$ cat config.mk
export PLATFORM = sky130hd
export DESIGN_NAME = uart_rx_fsm_flat
export DESIGN_NICKNAME = d
export VERILOG_FILES = /design/src/rtl/uart_rx_pkg.sv /design/src/rtl/uart_rx_fsm_if.sv /design/src/rtl/uart_rx_fsm.sv /design/src/flat_wrapper.sv
export SDC_FILE = /design/constraint.sdc
export NUM_CORES = 1
export LEC_CHECK = 0
export CORE_MARGIN = 2
export CORE_UTILIZATION = 30
export DETAILED_ROUTE_END_ITERATION = 12
export GPL_TIMING_DRIVEN = 1
export PLACE_DENSITY = 0.66
export SLEW_MARGIN = 20
export SYNTH_ARGS = -nofsm -noshare
export SYNTH_HDL_FRONTEND = slang
export SYNTH_SLANG_ARGS = --single-unit
export TNS_END_PERCENT = 30
$ cat constraint.sdc
create_clock -name CLK -period 1.96 [get_ports CLK]
set_input_delay 0.196 -clock CLK [delete_from_list [all_inputs] [get_ports CLK]]
set_output_delay 0.196 -clock CLK [all_outputs]
set_load 0.01 [all_outputs]
$ cat src/rtl/uart_rx_pkg.sv
// Shared types and constants for the UART receive frame sequencer.
package uart_rx_pkg;

    localparam int DEF_DATA_W = 8;
    localparam int START_IDX  = 0;
    localparam int PAR_IDX    = DEF_DATA_W + 1;

    localparam int PRESCALE_8  = 8;
    localparam int PRESCALE_16 = 16;
    localparam int PRESCALE_32 = 32;

    typedef enum logic [2:0] {
        S_IDLE    = 3'd0,
        S_START   = 3'd1,
        S_DATA    = 3'd2,
        S_PARITY  = 3'd3,
        S_STOP    = 3'd4,
        S_ERR_CHK = 3'd5,
        S_DONE    = 3'd6
    } rx_state_e;

endpackage

$ cat src/rtl/uart_rx_fsm_if.sv
// Signal bundle between the frame sequencer and its counters/checkers.
// UART_RX_ERR_STATUS_EN adds err_clr / err_status.
interface uart_rx_fsm_if #(
    parameter int PRESCALE_W = 6
);
    logic                  RX_IN;
    logic                  PAR_EN;
    logic [PRESCALE_W-1:0] prescale;
    logic [PRESCALE_W-1:0] edge_cnt;
    logic [3:0]            bit_cnt;
    logic                  strt_glitch;
    logic                  par_err;
    logic                  stp_err;
    logic                  edge_bit_cnt_en;
    logic                  dat_samp_en;
    logic                  deser_en;
    logic                  strt_chk_en;
    logic                  par_chk_en;
    logic                  stp_chk_en;
    logic                  data_valid;
`ifdef UART_RX_ERR_STATUS_EN
    logic                  err_clr;
    logic [2:0]            err_status;

    modport master (
        output RX_IN, PAR_EN, prescale, edge_cnt, bit_cnt,
        output strt_glitch, par_err, stp_err, err_clr,
        input  edge_bit_cnt_en, dat_samp_en, deser_en,
        input  strt_chk_en, par_chk_en, stp_chk_en, data_valid, err_status
    );

    modport slave (
        input  RX_IN, PAR_EN, prescale, edge_cnt, bit_cnt,
        input  strt_glitch, par_err, stp_err, err_clr,
        output edge_bit_cnt_en, dat_samp_en, deser_en,
        output strt_chk_en, par_chk_en, stp_chk_en, data_valid, err_status
    );
`else
    modport master (
        output RX_IN, PAR_EN, prescale, edge_cnt, bit_cnt,
        output strt_glitch, par_err, stp_err,
        input  edge_bit_cnt_en, dat_samp_en, deser_en,
        input  strt_chk_en, par_chk_en, stp_chk_en, data_valid
    );

    modport slave (
        input  RX_IN, PAR_EN, prescale, edge_cnt, bit_cnt,
        input  strt_glitch, par_err, stp_err,
        output edge_bit_cnt_en, dat_samp_en, deser_en,
        output strt_chk_en, par_chk_en, stp_chk_en, data_valid
    );
`endif
endinterface

$ cat src/rtl/uart_rx_fsm.sv
// UART receive frame sequencer: START/DATA/PARITY/STOP walk with registered enables.
// Optional sticky error history under UART_RX_ERR_STATUS_EN.
module uart_rx_fsm
    import uart_rx_pkg::*;
#(
    parameter int DATA_W     = 8,
    parameter int PRESCALE_W = 6
) (
    input  logic         CLK,
    input  logic         RST,
    uart_rx_fsm_if.slave bus
);

    rx_state_e             r_state;
    rx_state_e             w_next;
    logic                  r_par_en;
    logic                  w_par_en;
    logic [PRESCALE_W-1:0] w_last_edge;
    logic                  w_last;

    logic w_cnt_en, w_samp_en, w_deser_en, w_strt_chk_en;
    logic w_par_chk_en, w_stp_chk_en, w_data_valid;
    logic r_cnt_en, r_samp_en, r_deser_en, r_strt_chk_en;
    logic r_par_chk_en, r_stp_chk_en, r_data_valid;

    assign w_last_edge = bus.prescale - PRESCALE_W'(1);
    assign w_last      = (bus.edge_cnt == w_last_edge);

    always_comb begin
        w_next        = r_state;
        w_par_en      = r_par_en;
        w_cnt_en      = 1'b0;
        w_samp_en     = 1'b0;
        w_deser_en    = 1'b0;
        w_strt_chk_en = 1'b0;
        w_par_chk_en  = 1'b0;
        w_stp_chk_en  = 1'b0;
        w_data_valid  = 1'b0;

        case (r_state)
            S_IDLE: begin
                if (!bus.RX_IN) begin
                    w_next   = S_START;
                    w_par_en = bus.PAR_EN;
                end
            end
            S_START: begin
                if (w_last) w_next = bus.strt_glitch ? S_IDLE : S_DATA;
            end
            S_DATA: begin
                if (w_last) begin
                    w_deser_en = 1'b1;
                    if (bus.bit_cnt == 4'(DATA_W)) w_next = r_par_en ? S_PARITY : S_STOP;
                end
            end
            S_PARITY: begin
                if (w_last) w_next = S_STOP;
            end
            S_STOP: begin
                if (w_last) w_next = S_ERR_CHK;
            end
            S_ERR_CHK: w_next = S_DONE;
            S_DONE: begin
                // Checker results latched during ERR_CHK are valid here.
                w_data_valid = !bus.stp_err && !(r_par_en && bus.par_err);
                if (!bus.RX_IN) begin
                    w_next   = S_START;
                    w_par_en = bus.PAR_EN;
                end else begin
                    w_next = S_IDLE;
                end
            end
            default: w_next = S_IDLE;
        endcase

        // Enables are decoded from the next state so they register in step with it.
        case (w_next)
            S_START: begin
                w_cnt_en      = 1'b1;
                w_samp_en     = 1'b1;
                w_strt_chk_en = 1'b1;
            end
            S_DATA: begin
                w_cnt_en  = 1'b1;
                w_samp_en = 1'b1;
            end
            S_PARITY: begin
                w_cnt_en     = 1'b1;
                w_samp_en    = 1'b1;
                w_par_chk_en = 1'b1;
            end
            S_STOP: begin
                w_cnt_en     = 1'b1;
                w_samp_en    = 1'b1;
                w_stp_chk_en = 1'b1;
            end
            S_ERR_CHK: begin
                w_cnt_en     = 1'b1;
                w_stp_chk_en = 1'b1;
                w_par_chk_en = r_par_en;
            end
            default: ;
        endcase
    end

    always_ff @(posedge CLK or negedge RST) begin
        if (!RST) begin
            r_state       <= S_IDLE;
            r_par_en      <= 1'b0;
            r_cnt_en      <= 1'b0;
            r_samp_en     <= 1'b0;
            r_deser_en    <= 1'b0;
            r_strt_chk_en <= 1'b0;
            r_par_chk_en  <= 1'b0;
            r_stp_chk_en  <= 1'b0;
            r_data_valid  <= 1'b0;
        end else begin
            r_state       <= w_next;
            r_par_en      <= w_par_en;
            r_cnt_en      <= w_cnt_en;
            r_samp_en     <= w_samp_en;
            r_deser_en    <= w_deser_en;
            r_strt_chk_en <= w_strt_chk_en;
            r_par_chk_en  <= w_par_chk_en;
            r_stp_chk_en  <= w_stp_chk_en;
            r_data_valid  <= w_data_valid;
        end
    end

    assign bus.edge_bit_cnt_en = r_cnt_en;
    assign bus.dat_samp_en     = r_samp_en;
    assign bus.deser_en        = r_deser_en;
    assign bus.strt_chk_en     = r_strt_chk_en;
    assign bus.par_chk_en      = r_par_chk_en;
    assign bus.stp_chk_en      = r_stp_chk_en;
    assign bus.data_valid      = r_data_valid;

`ifdef UART_RX_ERR_STATUS_EN
    logic       w_glitch_evt, w_par_evt, w_stp_evt;
    logic [2:0] r_err_status;

    assign w_glitch_evt = (r_state == S_START) && w_last && bus.strt_glitch;
    assign w_par_evt    = (r_state == S_DONE) && r_par_en && bus.par_err;
    assign w_stp_evt    = (r_state == S_DONE) && bus.stp_err;

    // A new error in the clearing cycle survives the clear.
    always_ff @(posedge CLK or negedge RST) begin
        if (!RST) r_err_status <= 3'b000;
        else      r_err_status <= (bus.err_clr ? 3'b000 : r_err_status)
                                  | {w_glitch_evt, w_par_evt, w_stp_evt};
    end

    assign bus.err_status = r_err_status;
`endif

endmodule

$ cat src/flat_wrapper.sv
// flat-port wrapper written by rule: the top's interface ports become plain ports
module uart_rx_fsm_flat import uart_rx_pkg::*;
#(
    parameter int DATA_W     = 8,
    parameter int PRESCALE_W = 6
)
  (CLK, RST, bus_RX_IN, bus_PAR_EN, bus_prescale, bus_edge_cnt, bus_bit_cnt, bus_strt_glitch, bus_par_err, bus_stp_err, bus_edge_bit_cnt_en, bus_dat_samp_en, bus_deser_en, bus_strt_chk_en, bus_par_chk_en, bus_stp_chk_en, bus_data_valid);
  uart_rx_fsm_if #(.PRESCALE_W(PRESCALE_W)) bus_i ();
  input  logic CLK;
  input  logic RST;
  input wire logic [$bits(bus_i.RX_IN)-1:0] bus_RX_IN;
  input wire logic [$bits(bus_i.PAR_EN)-1:0] bus_PAR_EN;
  input wire logic [$bits(bus_i.prescale)-1:0] bus_prescale;
  input wire logic [$bits(bus_i.edge_cnt)-1:0] bus_edge_cnt;
  input wire logic [$bits(bus_i.bit_cnt)-1:0] bus_bit_cnt;
  input wire logic [$bits(bus_i.strt_glitch)-1:0] bus_strt_glitch;
  input wire logic [$bits(bus_i.par_err)-1:0] bus_par_err;
  input wire logic [$bits(bus_i.stp_err)-1:0] bus_stp_err;
  output wire logic [$bits(bus_i.edge_bit_cnt_en)-1:0] bus_edge_bit_cnt_en;
  output wire logic [$bits(bus_i.dat_samp_en)-1:0] bus_dat_samp_en;
  output wire logic [$bits(bus_i.deser_en)-1:0] bus_deser_en;
  output wire logic [$bits(bus_i.strt_chk_en)-1:0] bus_strt_chk_en;
  output wire logic [$bits(bus_i.par_chk_en)-1:0] bus_par_chk_en;
  output wire logic [$bits(bus_i.stp_chk_en)-1:0] bus_stp_chk_en;
  output wire logic [$bits(bus_i.data_valid)-1:0] bus_data_valid;
  assign bus_i.RX_IN = bus_RX_IN;
  assign bus_i.PAR_EN = bus_PAR_EN;
  assign bus_i.prescale = bus_prescale;
  assign bus_i.edge_cnt = bus_edge_cnt;
  assign bus_i.bit_cnt = bus_bit_cnt;
  assign bus_i.strt_glitch = bus_strt_glitch;
  assign bus_i.par_err = bus_par_err;
  assign bus_i.stp_err = bus_stp_err;
  assign bus_edge_bit_cnt_en = bus_i.edge_bit_cnt_en;
  assign bus_dat_samp_en = bus_i.dat_samp_en;
  assign bus_deser_en = bus_i.deser_en;
  assign bus_strt_chk_en = bus_i.strt_chk_en;
  assign bus_par_chk_en = bus_i.par_chk_en;
  assign bus_stp_chk_en = bus_i.stp_chk_en;
  assign bus_data_valid = bus_i.data_valid;
  uart_rx_fsm #(.DATA_W(DATA_W), .PRESCALE_W(PRESCALE_W)) u_core (.CLK(CLK), .RST(RST), .bus(bus_i));
endmodule
==> impl_metrics.tcl, run 1 <==
set metrics [dict create \
    synth_cell_types 39 \
    dp_hpwl_um 1590 \
    fin_nets 153 \
    clock.fmax_mhz 528 \
    cp_slowest_cell "clkdlybuf4s50_1" \
    grt_pass1_wl_um 3510 \
    seq_area_um2 275 \
    synth_area_per_cell_um2 9.95 \
    yosys_warnings 0 \
    wire_per_inst_um 13.4 \
    crit_fanout 5 \
    ys_seq_area_share_pct 33.3 \
    setup_violations 0 \
    seqPwrFrac_pct 30.0 \
    p_sw_share_pct 39.3 \
    antenna_found_initial 0 \
    hold_viol_final 0 \
    dieArea_um2 3190 \
    cts_buffer_depth 2 \
    fin_crit_sh_pct 96.7 \
    endpoint_kind "flip-flop" \
    multiInputGateArea_um2 563 \
    ys_ff_latch 11 \
    path_cells "clkdlybuf4s50_1 > xnor2_2 > a21oi_2 > nor4b_4 > buf_6 > buf_4 > a31oi_2 > o32ai_4 > nor3b_2" \
    rows 19 \
    synth_edf_count 0 \
    r2r_slack_ps 210 \
    pre_cts_ws_ps -500 \
    worstSetupPathType "in2reg" \
    intPower_w 0.000713 \
    grt_setup_unrepaired "true" \
    p_switching_w 0.000462 \
    power-per-cell-area_nw_per_um2 879 \
    synth_simple_gate_area_share_pct 23.6 \
    p_clk_share_pct 13.3 \
    finalWorstSetupSlack_ps 65.7 \
    grt_pass1_vias 841 \
    critPathRequiredTime_ps 2150 \
    dr.pass1.iters 4 \
    vdd_drop_max_mv 0.577 \
    min_path_type "in2async" \
    r2r-end "u_core.bus.strt_chk_en" \
    first_iter_violations 15 \
    htreeDepth 1 \
    maxCapViolCount 0 \
    postSynthCellCount 83 \
    num_vias 842 \
    insertion_delay_ps 270 \
    place_area_um2 1180 \
    cts_tree "built" \
    grt_usage_pct 13.9 \
    r2r_start "u_core.r_state[1]" \
    synth_top_family_by_area "compound AO/OA/AOI/OAI gates" \
    cts_made_buffers 3 \
    p_comb_share_pct 56.7 \
    grt_max_degree 14 \
    ctsHoldBuffers 0 \
    n_fill_cell 257 \
    status "complete, no violations" \
    num_io_pins 30 \
    layout_common_cells "clkdlybuf4s50_1, buf_4, dfrtp_1" \
    synthArstFlopShare_pct 100 \
    drtAntennaViolNets 0 \
    maxSlewHeadroom_pct 65.5 \
    clkSlewWorstSetupHoldPaths_ps 80 \
    r2r_cells 5 \
    cp.arrival_ps 2080 \
    die_h_um 56.5 \
    fin_area_um2 1340 \
    final_common_cell "clkdlybuf4s50_1" \
    drv_slew 0 \
    synth_fa_ha_area_share_pct 1.52 \
    grt_overflow 0 \
    start_util_pct 30.7 \
    leakage_nw 0.577 \
    syn_nets 107 \
    drive_gt1_share_pct 31.3 \
    die_x_um 56.5 \
    routed_via_density 5.30 \
    root_buffer "clkbuf_4" \
    synth_xor_area_share_pct 7.42 \
    drc 0 \
    core_area_um2 2690 \
    synth_area_um2 826 \
    synthFlopType "dfrtp_1" \
    fin_crit_ps 1890 \
    start_kind "primary input" \
    globalplace.congestion 0.980 \
    skew_ps 9.25 \
    crit_path_max_incr_delay_ps 440 \
    worstSetupStartpoint "bus_prescale[5]" \
    numClockSinks 11 \
    muxShareOfSynthArea_pct 2.58 \
    critical_path.endpoint "u_core.bus.strt_chk_en" \
    area_growth_pct 61.8 \
    insertedDiodeCount 0 \
    worst_pin_slew_ps 516 \
    routed_wl_um 2130 \
    io_buffers 29 \
    synth_compound_area_share_pct 23.8 \
]
## flip-flops by register name, summed over array words and instances (netlist names)
register,cells
u_core.r_state,3
u_core.bus.dat_samp_en,1
u_core.bus.data_valid,1
u_core.bus.deser_en,1
u_core.bus.edge_bit_cnt_en,1
u_core.bus.par_chk_en,1
u_core.bus.stp_chk_en,1
u_core.bus.strt_chk_en,1
u_core.r_par_en,1
## per-stage QoR
step	std cells	power [W]	hold WS, ps	setup TNS (ps)	util (%)
CTS	157	0.00116	281	0	47.9
detailed placement	149	0.000941	557	-3520	44.0
global placement	149	0.000928	544	-3140	44.0
global route	159	0.00126	302	-56.8	49.7
floorplan	83	0.000732	-99.6	0	-
finish	159	0.00117	264	0	49.7
## power groups by stage
stage                     Clock (W)  Combinational [W]  Sequential, W
after floorplan                   0           0.000366       0.000366
after global routing       0.000171           0.000724       0.000362
after global placement            0           0.000574       0.000354
final                      0.000156           0.000666       0.000353
after CTS                  0.000161           0.000650       0.000351
after detailed placement          0           0.000589       0.000353
## cells by family after synthesis
group | Yosys count
flip-flops | 11
adder cells (fa/ha/maj) | 1
XOR/XNOR | 7
buffers and inverters | 9
AO/OA/AOI/OAI | 25
AND/OR/NAND/NOR | 28
multiplexers | 2
## Yosys cell counts, types with 2 or more instances
master / instances / area [µm²]
xnor2_1: 4 / 35.0
inv_1: 6 / 22.5
nor3_2: 2 / 20.0
nor3_1: 3 / 15.0
nor2b_1: 3 / 18.8
o21ai_0: 5 / 25.0
dfrtp_1: 11 / 275
xor2_1: 3 / 26.3
nor2_1: 3 / 11.3
or3_1: 2 / 12.5
nand2_2: 2 / 12.5
clkbuf_8: 3 / 41.3
a31oi_1: 3 / 18.8
nand2_1: 5 / 18.8
a21oi_1: 4 / 20.0
## worst min path at each step
| stage | from | to | slack (ps) | depth (start not counted) |
|---|---|---|---|---|
| after global placement | u_core.r_par_en | u_core.bus.data_valid | 540 | 1 |
| after detailed placement | u_core.r_par_en | u_core.bus.data_valid | 560 | 1 |
| after floorplan | RST | u_core.bus.dat_samp_en | -100 | 0 |
| after global routing | RST | u_core.bus.stp_chk_en | 300 | 1 |
| final | RST | u_core.r_state[0] | 260 | 1 |
| after CTS | RST | u_core.bus.dat_samp_en | 280 | 1 |
## metal layers
metal	GRT usage (%)	routed length, µm	up-vias
met1	14.1	789	402
met2	26.9	1160	37
met4	7.48	50	0
met3	1.84	136	6
li1	-	-	397
met5	0	0	-
## area by class of cell
class	instances	area share, %
clock buffer	4	1.97
sequential	11	20.6
inverter	6	1.69
tap	31	2.90
timing repair buffer	44	30.7
multi-input combinational	63	42.1
## critical path: cells and delay by family
kind / cells / cell delay (ps)
AOI/OAI and AO/OA: 3 / 490
and+or+nand+nor: 2 / 490
xor gates and xnor gates: 1 / 210
buffers and inverters: 3 / 690
## what timing repair did
action                     4_1_cts  5_1_grt
cloned                           0        0
setup buffers                    4        2
setup endpoints to repair        8        6
pin swaps                       10        8
resized for setup               15        8
Power figures use the tool's default switching activity.
==> run 2: changes to the inputs <==
Settings changed: HOLD_SLACK_MARGIN set to 0.08.
==> results of run 2 <==
No change in the layout: final DEF, timing and power equal those of run 1.
==> run 3: changes to the inputs <==
Settings changed: SKIP_LAST_GASP set to 1.
==> results of run 3 <==
No change in the layout: final DEF, timing and power equal those of run 1.
